[src/rtl/hazard_ctrl_pkg.sv]
// -----------------------------------------------------------------------------
// hazard_ctrl_pkg
//   Shared definitions for the 5-stage core's pipeline sequencer.
//   - hz_ctrl_t : bundle of every pipeline-register enable/flush bit
//   - fsm_e     : memory-wait sequencer states
//   - REG_ZERO  : index of the hard-wired zero register
//   - ctrl_run / ctrl_reset : canonical control bundles
// -----------------------------------------------------------------------------
package hazard_ctrl_pkg;

  // Register x0 is hard-wired to zero, so a write to it can never create a
  // true data dependency.
  localparam int REG_ZERO = 0;

  typedef enum logic {
    RUN  = 1'b0,
    WAIT = 1'b1
  } fsm_e;

  typedef struct packed {
    logic pc_en;
    logic ifid_en;
    logic ifid_flush;
    logic idex_en;
    logic idex_flush;
    logic exmem_en;
    logic memwb_flush;
  } hz_ctrl_t;

  // Free-running pipeline: everything advances, nothing is squashed.
  function automatic hz_ctrl_t ctrl_run();
    hz_ctrl_t c;
    c.pc_en       = 1'b1;
    c.ifid_en     = 1'b1;
    c.ifid_flush  = 1'b0;
    c.idex_en     = 1'b1;
    c.idex_flush  = 1'b0;
    c.exmem_en    = 1'b1;
    c.memwb_flush = 1'b1 & 1'b0;
    return c;
  endfunction

  // Held in reset: nothing loads, every register is cleared to a bubble.
  function automatic hz_ctrl_t ctrl_reset();
    hz_ctrl_t c;
    c.pc_en       = 1'b0;
    c.ifid_en     = 1'b0;
    c.ifid_flush  = 1'b1;
    c.idex_en     = 1'b0;
    c.idex_flush  = 1'b1;
    c.exmem_en    = 1'b0;
    c.memwb_flush = 1'b1;
    return c;
  endfunction

endpackage

[src/rtl/hazard_ctrl_detect.sv]
// -----------------------------------------------------------------------------
// hazard_detect
//   Purely combinational load-use detector. Flags when the instruction in ID
//   reads a register that the load currently in EX has not yet produced.
//
//   Ports:
//     id_rs1, id_rs2         in  source registers of the ID instruction
//     id_use_rs1, id_use_rs2 in  ID instruction actually reads rs1 / rs2
//     ex_rd                  in  destination of the EX instruction
//     ex_mem_read            in  EX instruction is a load
//     load_use               out bubble required between ID and EX
// -----------------------------------------------------------------------------
module hazard_detect
  import hazard_ctrl_pkg::*;
#(
  parameter int REG_W = 5
) (
  input  logic [REG_W-1:0] id_rs1,
  input  logic [REG_W-1:0] id_rs2,
  input  logic             id_use_rs1,
  input  logic             id_use_rs2,
  input  logic [REG_W-1:0] ex_rd,
  input  logic             ex_mem_read,
  output logic             load_use
);

  logic rd_live;
  logic hit_rs1;
  logic hit_rs2;

  // A load into x0 is architecturally discarded, so it never blocks ID.
  assign rd_live = ex_mem_read && (ex_rd != REG_W'(REG_ZERO));
  assign hit_rs1 = id_use_rs1 && (id_rs1 == ex_rd);
  assign hit_rs2 = id_use_rs2 && (id_rs2 == ex_rd);

  assign load_use = rd_live && (hit_rs1 || hit_rs2);

endmodule

[src/rtl/hazard_ctrl.sv]
// -----------------------------------------------------------------------------
// hazard_ctrl
//   Central pipeline sequencer for the 5-stage core. Produces the per-register
//   enable/flush controls for PC, IF/ID, ID/EX, EX/MEM and MEM/WB and resolves
//   load-use bubbles, taken-redirect squashes and data-memory waits (with a
//   timeout that abandons a stuck access). Counts stalled cycles.
//
//   Ports:
//     clk, rst                  clock, asynchronous active-high reset
//     id_rs1/id_rs2             ID source registers
//     id_use_rs1/id_use_rs2     ID instruction reads rs1 / rs2
//     ex_rd, ex_mem_read        EX destination, EX instruction is a load
//     ex_redirect               EX branch taken or jump
//     mem_req, mem_ready        MEM data access handshake
//     pc_en .. memwb_flush      pipeline register controls (combinational)
//     mem_abort                 one-cycle pulse, timed-out access abandoned
//     mem_err                   sticky timeout flag, cleared only by reset
//     stall_cycles              saturating count of cycles with pc_en=0
//     dbg_fsm, dbg_wait_cnt     sequencer state and wait counter, for debug
//
//   Memory handshake: mem_req is held high by the MEM stage for as long as it
//   has an access outstanding; the access completes in the first cycle where
//   mem_req and mem_ready are both high. Every cycle with mem_req high and
//   mem_ready low is a wait cycle, except the timeout cycle, in which the
//   access is dropped instead.
// -----------------------------------------------------------------------------
module hazard_ctrl
  import hazard_ctrl_pkg::*;
#(
  parameter int REG_W       = 5,
  parameter int MEM_TIMEOUT = 16,
  parameter int CNT_W       = 32
) (
  input  logic                           clk,
  input  logic                           rst,
  input  logic [REG_W-1:0]               id_rs1,
  input  logic [REG_W-1:0]               id_rs2,
  input  logic                           id_use_rs1,
  input  logic                           id_use_rs2,
  input  logic [REG_W-1:0]               ex_rd,
  input  logic                           ex_mem_read,
  input  logic                           ex_redirect,
  input  logic                           mem_req,
  input  logic                           mem_ready,
  output logic                           pc_en,
  output logic                           ifid_en,
  output logic                           ifid_flush,
  output logic                           idex_en,
  output logic                           idex_flush,
  output logic                           exmem_en,
  output logic                           memwb_flush,
  output logic                           mem_abort,
  output logic                           mem_err,
  output logic [CNT_W-1:0]               stall_cycles,
  output logic                           dbg_fsm,
  output logic [$clog2(MEM_TIMEOUT)-1:0] dbg_wait_cnt
);

  localparam int WC_W = $clog2(MEM_TIMEOUT);
  localparam logic [WC_W-1:0] WC_LAST = WC_W'(MEM_TIMEOUT - 1);

  // ---------------------------------------------------------------------------
  // State
  // ---------------------------------------------------------------------------
  fsm_e             fsm;
  logic [WC_W-1:0]  wait_cnt;

  // ---------------------------------------------------------------------------
  // Hazard sources
  // ---------------------------------------------------------------------------
  logic load_use;
  logic timeout;
  logic timeout_hit;
  logic mem_stall;

  hazard_detect #(
    .REG_W (REG_W)
  ) u_detect (
    .id_rs1      (id_rs1),
    .id_rs2      (id_rs2),
    .id_use_rs1  (id_use_rs1),
    .id_use_rs2  (id_use_rs2),
    .ex_rd       (ex_rd),
    .ex_mem_read (ex_mem_read),
    .load_use    (load_use)
  );

  // The last permitted wait cycle. If the memory answers in this cycle the
  // access still completes normally; only a still-pending access is dropped.
  assign timeout     = (fsm == WAIT) && (wait_cnt == WC_LAST);
  assign timeout_hit = timeout && mem_req && !mem_ready;
  assign mem_stall   = mem_req && !mem_ready && !timeout;

  // ---------------------------------------------------------------------------
  // Priority mux: mem_stall > timeout > ex_redirect > load_use > run
  // ---------------------------------------------------------------------------
  hz_ctrl_t ctrl;
  logic     abort_c;

  always_comb begin
    ctrl    = ctrl_run();
    abort_c = 1'b0;

    if (mem_stall) begin
      // Full freeze; redirect and load-use are re-evaluated once it lifts,
      // since the instructions carrying them have not moved.
      ctrl.pc_en       = 1'b0;
      ctrl.ifid_en     = 1'b0;
      ctrl.idex_en     = 1'b0;
      ctrl.exmem_en    = 1'b0;
      ctrl.memwb_flush = 1'b1;
    end else begin
      if (timeout_hit) begin
        // Abandoned access must not write back; upstream keeps flowing.
        abort_c          = 1'b1;
        ctrl.memwb_flush = 1'b1;
      end

      if (ex_redirect) begin
        // The load-use consumer sits in ID and is squashed here anyway.
        ctrl.pc_en      = 1'b1;
        ctrl.ifid_flush = 1'b1;
        ctrl.idex_flush = 1'b1;
      end else if (load_use) begin
        ctrl.pc_en      = 1'b0;
        ctrl.ifid_en    = 1'b0;
        ctrl.idex_flush = 1'b1;
      end
    end

    if (rst) begin
      ctrl    = ctrl_reset();
      abort_c = 1'b0;
    end
  end

  assign pc_en       = ctrl.pc_en;
  assign ifid_en     = ctrl.ifid_en;
  assign ifid_flush  = ctrl.ifid_flush;
  assign idex_en     = ctrl.idex_en;
  assign idex_flush  = ctrl.idex_flush;
  assign exmem_en    = ctrl.exmem_en;
  assign memwb_flush = ctrl.memwb_flush;
  assign mem_abort   = abort_c;

  // ---------------------------------------------------------------------------
  // Sequencer, error flag and stall counter
  // ---------------------------------------------------------------------------
  always_ff @(posedge clk or posedge rst) begin
    if (rst) begin
      fsm          <= RUN;
      wait_cnt     <= '0;
      mem_err      <= 1'b0;
      stall_cycles <= '0;
    end else begin
      if (timeout_hit) begin
        mem_err <= 1'b1;
      end

      if (!ctrl.pc_en && (stall_cycles != {CNT_W{1'b1}})) begin
        stall_cycles <= stall_cycles + CNT_W'(1);
      end

      case (fsm)
        RUN: begin
          if (mem_stall) begin
            fsm      <= WAIT;
            wait_cnt <= WC_W'(1);
          end
        end
        WAIT: begin
          // Completion, withdrawal and timeout all return to RUN; otherwise
          // keep counting. timeout caps wait_cnt at MEM_TIMEOUT-1.
          if (mem_ready || !mem_req || timeout) begin
            fsm      <= RUN;
            wait_cnt <= '0;
          end else begin
            wait_cnt <= wait_cnt + WC_W'(1);
          end
        end
        default: begin
          fsm      <= RUN;
          wait_cnt <= '0;
        end
      endcase
    end
  end

  assign dbg_fsm      = fsm;
  assign dbg_wait_cnt = wait_cnt;

endmodule

[config.mk]
export PLATFORM = sky130hd
export DESIGN_NAME = hazard_ctrl
export DESIGN_NICKNAME = d
export VERILOG_FILES = /design/src/rtl/hazard_ctrl_pkg.sv /design/src/rtl/hazard_ctrl_detect.sv /design/src/rtl/hazard_ctrl.sv
export SDC_FILE = /design/constraint.sdc
export NUM_CORES = 1
export LEC_CHECK = 0
export BUFFER_PORTS_ARGS = -buffer_cell sky130_fd_sc_hd__buf_2
export CELL_PAD_IN_SITES_DETAIL_PLACEMENT = 1
export CELL_PAD_IN_SITES_GLOBAL_PLACEMENT = 2
export CORE_MARGIN = 2
export CORE_UTILIZATION = 30
export DETAILED_ROUTE_END_ITERATION = 6
export PLACE_DENSITY_LB_ADDON = 0.12
export SLEW_MARGIN = 20
export SYNTH_ARGS = -nofsm -noshare
export SYNTH_HDL_FRONTEND = slang
export SYNTH_SLANG_ARGS = --single-unit
[constraint.sdc]
create_clock -name clk -period 2.95 [get_ports clk]
set_input_delay 0.59 -clock clk [delete_from_list [all_inputs] [get_ports clk]]
set_output_delay 0.59 -clock clk [all_outputs]
set_load 0.05 [all_outputs]
==> run metrics <==
run status completed; cell taking the most area after synthesis dfrtp_1; Placer Congestion 0.706; NumNets Final 286; Layout area overhead 27.1%; leakage power 1.15 nW; relative slew slack 0.687; via count 1624; CTS tree yes; most frequent cells after synthesis 38 x dfrtp_1, 26 x xnor2_1, 21 x nand3_1; buffer and inverter count on the worst path 1; Die W 84.8 um; fin util 0.392; CTS Hold Bufs 0; Area contributors post-synth dfrtp_1 49%, xnor2_1 12%, xor2_1 6.7%, nand3_1 5.4%, nand4_1 2.9%; I/O Pins 69; CP required 2.36 ns; Core Region 0.00635 mm2; DR WL met2 2360 um; ANT nets after route 0; vias in the first global route 1575; Worst-Margin Slew 0.466 ns; cell at the slowest stage of the critical path dfrtp_1; dominant synthesized flop cell dfrtp_1; crit path cell chain ha_1 > and4_1 > nor2_1 > nor3_1 > or2_2 > buf_2; class of the most critical setup path reg -> out; clk root buf clkbuf_8; Mean Syn Cell Area 10.4 um2; DRC viols 0; final hold viol count 0; first-pass GRT wire length 8160 um; number of synthesized flops with an enable pin 0; RSZ-0062 raised after global routing false; Clock Latency Late Sink 0.30 ns; pwr dens 603 mW/mm2; layout cells sized above 1 0.347; maximum vdd drop 0.620 mV; CP arrival 2.18 ns; Slew Viols, Final 0; Final HPWL DP 3730 um; pin count of the biggest net entering global routing 37; Yosys top cell area share 0.485; Hold Crit Class in -> async; Initial DRC Count 39; GRT Residual Overflow 0; endpoints failing setup 0; Mapped Area 0.00196 mm2; max incr delay on CP 0.42 ns; Worst Slack Setup Final 0.176 ns; fmax 360 MHz; Initial Util 0.309; vias per cell 4.79; cell count after synthesis 189; Seq/Total Area, Yosys 0.485; met1 wire length 2320 um; CP endpoint kind output port; Synth async-reset ratio 1.00; final period utilization 0.940; WL final 4900 um; H-tree depth 2; routed wl met3 185 um; postcts setup bufs 0; wire per inst 14.5 um; Num CTS Buffers 5; Yosys warning count 0; die extent in y 84.8 um; initial antenna violation count 0; CTS Sinks 38; CTS Buffer Depth 2; Clock Skews 0.00874 ns; dpl ws 0.254 ns; Worst-path clk slew 0.08 ns; number of synthesized register bits 38; final antenna diode count 0; Yosys cell types 35; Power Total 1.50 mW; Top Family by Delay on Critical Path simple AND/OR/NAND/NOR gates; CP Launch Type flop; GR Util All Layers 0.143; hold slack 0.206 ns; max-cap viol count 0; CP Max Fanout 4; count leader, synth dfrtp_1; setup TNS 0 ns; Final min period 2.77 ns; post_cts resized 0; # rows 29; Syn Nets 214; DIE AREA 0.00720 mm2; First-pass DRT Iterations 4; highest routed metal layer met4; IO buf count 68
## final cells by class
cell class / count / area (um2)
repair buffers: 70 / 355
well taps: 77 / 96.3
flip-flops and latches: 38 / 951
clock inverters: 3 / 21.3
inverters: 6 / 26.3
clock buffers: 5 / 68.8
fillers: 746 / 3860
multi-input cells: 140 / 972
## cells by family after synthesis
family          share of synthesized area
compound gates                     0.0472
simple gates                        0.241
mux                               0.00574
fa+ha+maj                          0.0128
buf+inv                            0.0255
xor+xnor                            0.183
flops                               0.485
## metrics by stage
stage,std cells,area (um2)
after floorplan,189,1980
after global placement,331,2400
after detailed placement,331,2400
after CTS,339,2490
after global routing,339,2490
final,339,2490
## final timing paths
check / start / to / slack, ns / depth (start not counted)
worst max register to register: dbg_wait_cnt[0] / stall_cycles[28] / 0.46 / 8
worst min-delay path: rst / mem_err / 0.21 / 2
worst min register to register: mem_err / mem_err / 0.46 / 1
min in group clk: mem_err / mem_err / 0.46 / 1
worst max-delay path: dbg_wait_cnt[0] / idex_flush / 0.18 / 6
max in group asynchronous: rst / stall_cycles[5] / 2.09 / 3
## placed cells by master, fill, tap and decap left out, types with 2 or more instances in the layout
| master | instances |
|---|---|
| nor2_1 | 11 |
| nor4_1 | 4 |
| nand2_1 | 14 |
| nand3_1 | 21 |
| o21ai_0 | 4 |
| nand2b_1 | 2 |
| and2_1 | 2 |
| and3_1 | 3 |
| dfrtp_1 | 38 |
| clkbuf_8 | 5 |
| buf_4 | 2 |
| and4_1 | 2 |
| xor2_1 | 15 |
| clkinvlp_4 | 2 |
| buf_2 | 68 |
| inv_1 | 5 |
| nor3_2 | 3 |
| nor3_1 | 5 |
| xnor2_1 | 26 |
| ha_1 | 2 |
| nand4_1 | 9 |
## report_power, final
part	switching, mW	total, mW	internal (mW)
logic	0.354	0.482	0.128
clock network	0.199	0.365	0.166
registers	0.0738	0.654	0.580
## flip-flops by register name, summed over array words and instances, names as in the netlist
name / flops
stall_cycles: 32
dbg_wait_cnt: 4
dbg_fsm: 1
mem_err: 1
## routing by layer
layer / global-route usage / vias up
met5: 0 / -
met4: 0.0346 / 0
met3: 0.0447 / 4
met2: 0.218 / 27
met1: 0.200 / 792
li1: - / 801
(Power assumes the default switching activity.)
